[config.mk]
export PLATFORM = sky130hd
export DESIGN_NAME = output_forward
export DESIGN_NICKNAME = d
export VERILOG_FILES = /design/src/rtl/output_forward.sv
export SDC_FILE = /design/constraint.sdc
export NUM_CORES = 1
export LEC_CHECK = 0
export CAP_MARGIN = 10
export CELL_PAD_IN_SITES_DETAIL_PLACEMENT = 2
export CELL_PAD_IN_SITES_GLOBAL_PLACEMENT = 2
export CORE_MARGIN = 5
export CORE_UTILIZATION = 33
export CTS_CLUSTER_DIAMETER = 200
export DETAILED_ROUTE_END_ITERATION = 10
export PLACE_DENSITY = 0.78
export SETUP_SLACK_MARGIN = 0.5
export SYNTH_ARGS = -nofsm -noshare
export SYNTH_HDL_FRONTEND = slang
export SYNTH_SLANG_ARGS = --single-unit
[constraint.sdc]
create_clock -name clk_i -period 4.4 [get_ports clk_i]
set_input_delay 0.88 -clock clk_i [delete_from_list [all_inputs] [get_ports clk_i]]
set_output_delay 0.88 -clock clk_i [all_outputs]
set_load 0.01 [all_outputs]
[src/rtl/output_forward.sv]
// Forward-pass output neuron: accumulates N_HIDDEN activation x weight products into a 23-bit result.
// Build option: define OUTPUT_FORWARD_SAT_EN to saturate final_o on overflow instead of wrapping.
module output_forward #(
    parameter int N_HIDDEN = 4,
    parameter int IDX_W    = 6
) (
    input  logic             clk_i,
    input  logic             rst_i,
    input  logic             start_i,
    input  logic [9:0]       hidden_val_i,
    input  logic             hidden_valid_i,
    output logic             hidden_ready_o,
    output logic [IDX_W-1:0] w_idx_o,
    input  logic [7:0]       w_i,
    output logic [22:0]      final_o,
    output logic             f_end_o,
    output logic             busy_o,
    output logic             ovf_o
);

    localparam logic [1:0] S_IDLE  = 2'd0;
    localparam logic [1:0] S_ACCUM = 2'd1;
    localparam logic [1:0] S_DONE  = 2'd2;

    logic [1:0]       state;
    logic [23:0]      acc;
    logic [IDX_W-1:0] idx;
    logic             xfer;
    logic             last;
    logic [17:0]      prod;
    logic [23:0]      sum;
    logic [22:0]      result;

    assign hidden_ready_o = (state == S_ACCUM);
    assign w_idx_o        = idx;
    assign xfer           = hidden_valid_i & hidden_ready_o;
    assign last           = (idx == IDX_W'(N_HIDDEN - 1));
    assign prod           = {8'd0, hidden_val_i} * {10'd0, w_i};
    // sum cannot exceed 2^24 for N_HIDDEN <= 64, so bit 23 is the overflow flag
    assign sum            = acc + {6'd0, prod};

`ifdef OUTPUT_FORWARD_SAT_EN
    assign result = sum[23] ? '1 : sum[22:0];
`else
    assign result = sum[22:0];
`endif

    always_ff @(posedge clk_i or negedge rst_i) begin
        if (!rst_i) begin
            state   <= S_IDLE;
            acc     <= '0;
            idx     <= '0;
            final_o <= '0;
            ovf_o   <= 1'b0;
            f_end_o <= 1'b0;
            busy_o  <= 1'b0;
        end else begin
            case (state)
                S_IDLE: begin
                    if (start_i) begin
                        acc    <= '0;
                        idx    <= '0;
                        busy_o <= 1'b1;
                        state  <= S_ACCUM;
                    end
                end
                S_ACCUM: begin
                    if (xfer) begin
                        acc <= sum;
                        idx <= idx + 1'b1;
                        if (last) begin
                            final_o <= result;
                            ovf_o   <= sum[23];
                            f_end_o <= 1'b1;
                            state   <= S_DONE;
                        end
                    end
                end
                S_DONE: begin
                    f_end_o <= 1'b0;
                    busy_o  <= 1'b0;
                    state   <= S_IDLE;
                end
                default: begin
                    f_end_o <= 1'b0;
                    busy_o  <= 1'b0;
                    state   <= S_IDLE;
                end
            endcase
        end
    end

endmodule

==> results by group <==
Run status
  • Status: finished, violations left
  • Failing checks: negative setup slack

Placement
  • Worst slack, placed: -1.39 ns
  • DP HPWL: 15.0 mm
  • RePlAce Congestion: between 0.8 and 0.9
  • Port bufs: 54

Floorplanning
  • Die area: just under 20,000 um2
  • Initial Util: 33.6%
  • Core area: 16,600 um2
  • Cell Rows: 47
  • Ports: 55
  • Die Ht: ~140 um
  • Die Wd: 140 um

Critical path
  • R2r setup slk: -0.30 ns
  • Crit Path Class: primary input to register
  • Reg2Reg Capture Point: final_o[22]
  • Worst setup path end: final_o[17]
  • Worst-case reg-to-reg path depth: 17
  • Worst setup path startpoint: hidden_val_i[7]
  • Reg-to-Reg Start: acc[7]
  • Critical Path AT: 5.32 ns
  • WP data required: 4.62 ns
  • Startpoint types: primary input
  • Crit path capture type: register
  • Max Fanout on Critical Path: 5

Logic synthesis
  • Synth Cell Area: 5600 um2
  • Mapped Cells: 612
  • Number of flops mapped to enable cells by yosys: 0
  • Post-synth top area share: ~26%
  • Post-synthesis sequential area ratio: 25.9%
  • Synth area leaders: dfrtp_1, fa_1, ha_1
  • Post-synth top area cell: dfrtp_1
  • Syn Nets: 742
  • Post-synth cell types: 50
  • Most used flip-flop cell after synthesis: dfrtp_1
  • Mean Syn Cell Area: 9.15 um2
  • Yosys warning count: 0
  • Synthesized flop and latch total: 58
  • Post-synth ARST share: 100%

Layout
  • Layout area overhead: 48.5%
  • Final nets: roughly 900
  • Share of layout cells above drive strength 1: approximately a third
  • Antenna cells: 0
  • Post-Route Utilization: 50.0%

GRT
  • Vias in the first global route: 6,064
  • Total Routing Usage GR: 22.5%
  • Largest net degree at the start of global routing: 32
  • GRT Residual Overflow: 0
  • Initial antenna violation count: 0
  • Global-route wire length before repair: 34.6 mm

CTS
  • Inserted Clock Buffers: 9
  • Clk_lat worst skew: 0.34 ns
  • Worst-path clk slew: 0.06 ns
  • Root buf cell: clkbuf_16
  • # hold bufs at CTS: 0
  • CTS HTree Levels: 3
  • Clock sink total: 58
  • Clock Path Buffers: 2
  • TritonCTS clock tree: yes

Timing
  • Final hold violation count: 0
  • Final setup violation count: 34
  • Worst slew pin tran: 1.05 ns
  • Total negative slack: -16.68 ns
  • Max-slew headroom: 29.8%
  • Fin crit period: 5.10 ns
  • Fin crit share: 116%
  • Clock Skew: 0.0137 ns
  • RSZ-0062 raised after global routing: true
  • PnR worst setup slack: -0.699 ns
  • Peak Freq: 0.196 GHz
  • Pins Over Slew Limit: 0
  • Worst hold slack: 0.511 ns

Route
  • Drt wl/cell: 27.3 um
  • 1st-iter DRT viols: 190
  • Iteration count of the initial detailed-routing pass: 6
  • Vias: 5,191
  • Routed wire length: around 27 mm
  • Drt via density: 5.21
  • Antenna Violating Nets Remaining: 0
  • Drt drc: 0

Flow run
  • Maxcap violations: 0

Min path
  • Hold WC Path Type: register to register
==> final cells by class <==
class                           instances  area, um2
Sequential cell                        58       1450
Tap cell                              220        275
Timing Repair Buffer                  167       1540
Clock buffer                           13        270
Clock inverter                          2       35.0
Inverter                              119        447
Multi-Input combinational cell        418       4290
Fill cell                            1718       8330
==> how the worst min path moves through the flow <==
stage | from | end | slack [ns] | depth (start not counted)
CTS | final_o[12] | final_o[12] | 0.49 | 2
global placement | state[1] | busy_o | 0.44 | 1
floorplan | state[1] | busy_o | 0.43 | 1
finish | final_o[16] | final_o[16] | 0.51 | 1
detailed placement | state[1] | busy_o | 0.48 | 1
global route | final_o[16] | final_o[16] | 0.53 | 1
==> cells in the mapped netlist (all sizes together), types with 3 or more instances <==
library cell and n:
o21ai 30, fa 64, mux2 3, and2 48, inv 118, xnor2 9, dfrtp 58, xor2 12
o21bai 3, a21o 4, or3 3, ha 44, buf 10, nand4 6, a22o 13, nor3 4
clkbuf 7, a21oi 17, nand2 103, nor2 20, nand3 11
==> layout by cell type, fill, tap and decap left out, types with 4 or more instances in the layout <==
master and count:
a21oi_1 7, a21oi_2 6, a21oi_4 4, a22o_1 13
and2_1 45, buf_4 83, buf_6 36, buf_8 5
clkbuf_16 9, clkdlybuf4s50_1 35, dfrtp_1 58, fa_1 58
fa_2 6, ha_1 31, ha_4 12, inv_1 99
inv_2 19, nand2_1 86, nand2_2 13, nand2_4 4
nand3_1 9, nand4_1 6, nor2_1 12, nor2_4 6
o21ai_0 6, o21ai_1 12, o21ai_2 5, o21ai_4 7
xnor2_2 5, xor2_1 6, xor2_2 5
==> through the flow <==
stage,area [um2],instances
2_1_floorplan,5850,612
3_3_place_gp,7040,935
3_5_place_dp,7040,935
4_1_cts,7660,967
5_1_grt,8310,997
6_report,8310,997
==> per-layer routing <==
layer  up-vias  wire, um  GRT usage [%]
met4         0      1400           9.03
met3        85       591           2.45
met5         -         0              0
li1       2232         -              -
met2       128     15200           42.9
met1      2746     10000           25.4
==> critical path: stages <==
cell and delay (ns):
buf_6 0.10, buf_6 0.13, buf_6 0.12, buf_6 0.11, and2_4 0.15, fa_1 0.46, fa_2 0.38, fa_1 0.53
inv_2 0.05, fa_1 0.58, inv_2 0.06, ha_4 0.26, buf_4 0.15, a21o_1 0.19, a21o_1 0.20, a21oi_1 0.32
nand2_2 0.17, xor2_2 0.21, mux2_4 0.29
==> sequential cells by signal, summed over array words and instances, names as in the netlist <==
signal	count
ovf_o	1
w_idx_o	6
final_o	23
f_end_o	1
busy_o	1
state	2
acc	24
==> what timing repair did <==
item | CTS | global route
setup buffers | 17 | 30
gates resized for setup | 139 | 116
endpoints found under the setup margin | 40 | 39
pin swaps | 41 | 73
==> kinds of logic (layout without fill, tap and decap cells) <==
family	after synthesis	in the layout	synth area share, %
simple gates	202	202	17.0
flops	58	58	25.9
buf+inv	136	301	9.45
fa+ha+maj	108	108	32.7
mux	4	4	0.782
compound gates	83	83	10.8
xor+xnor	21	21	3.29
Power is not shown: default switching activity piles up to over one toggle a cycle in this logic, so the estimate is an artifact.
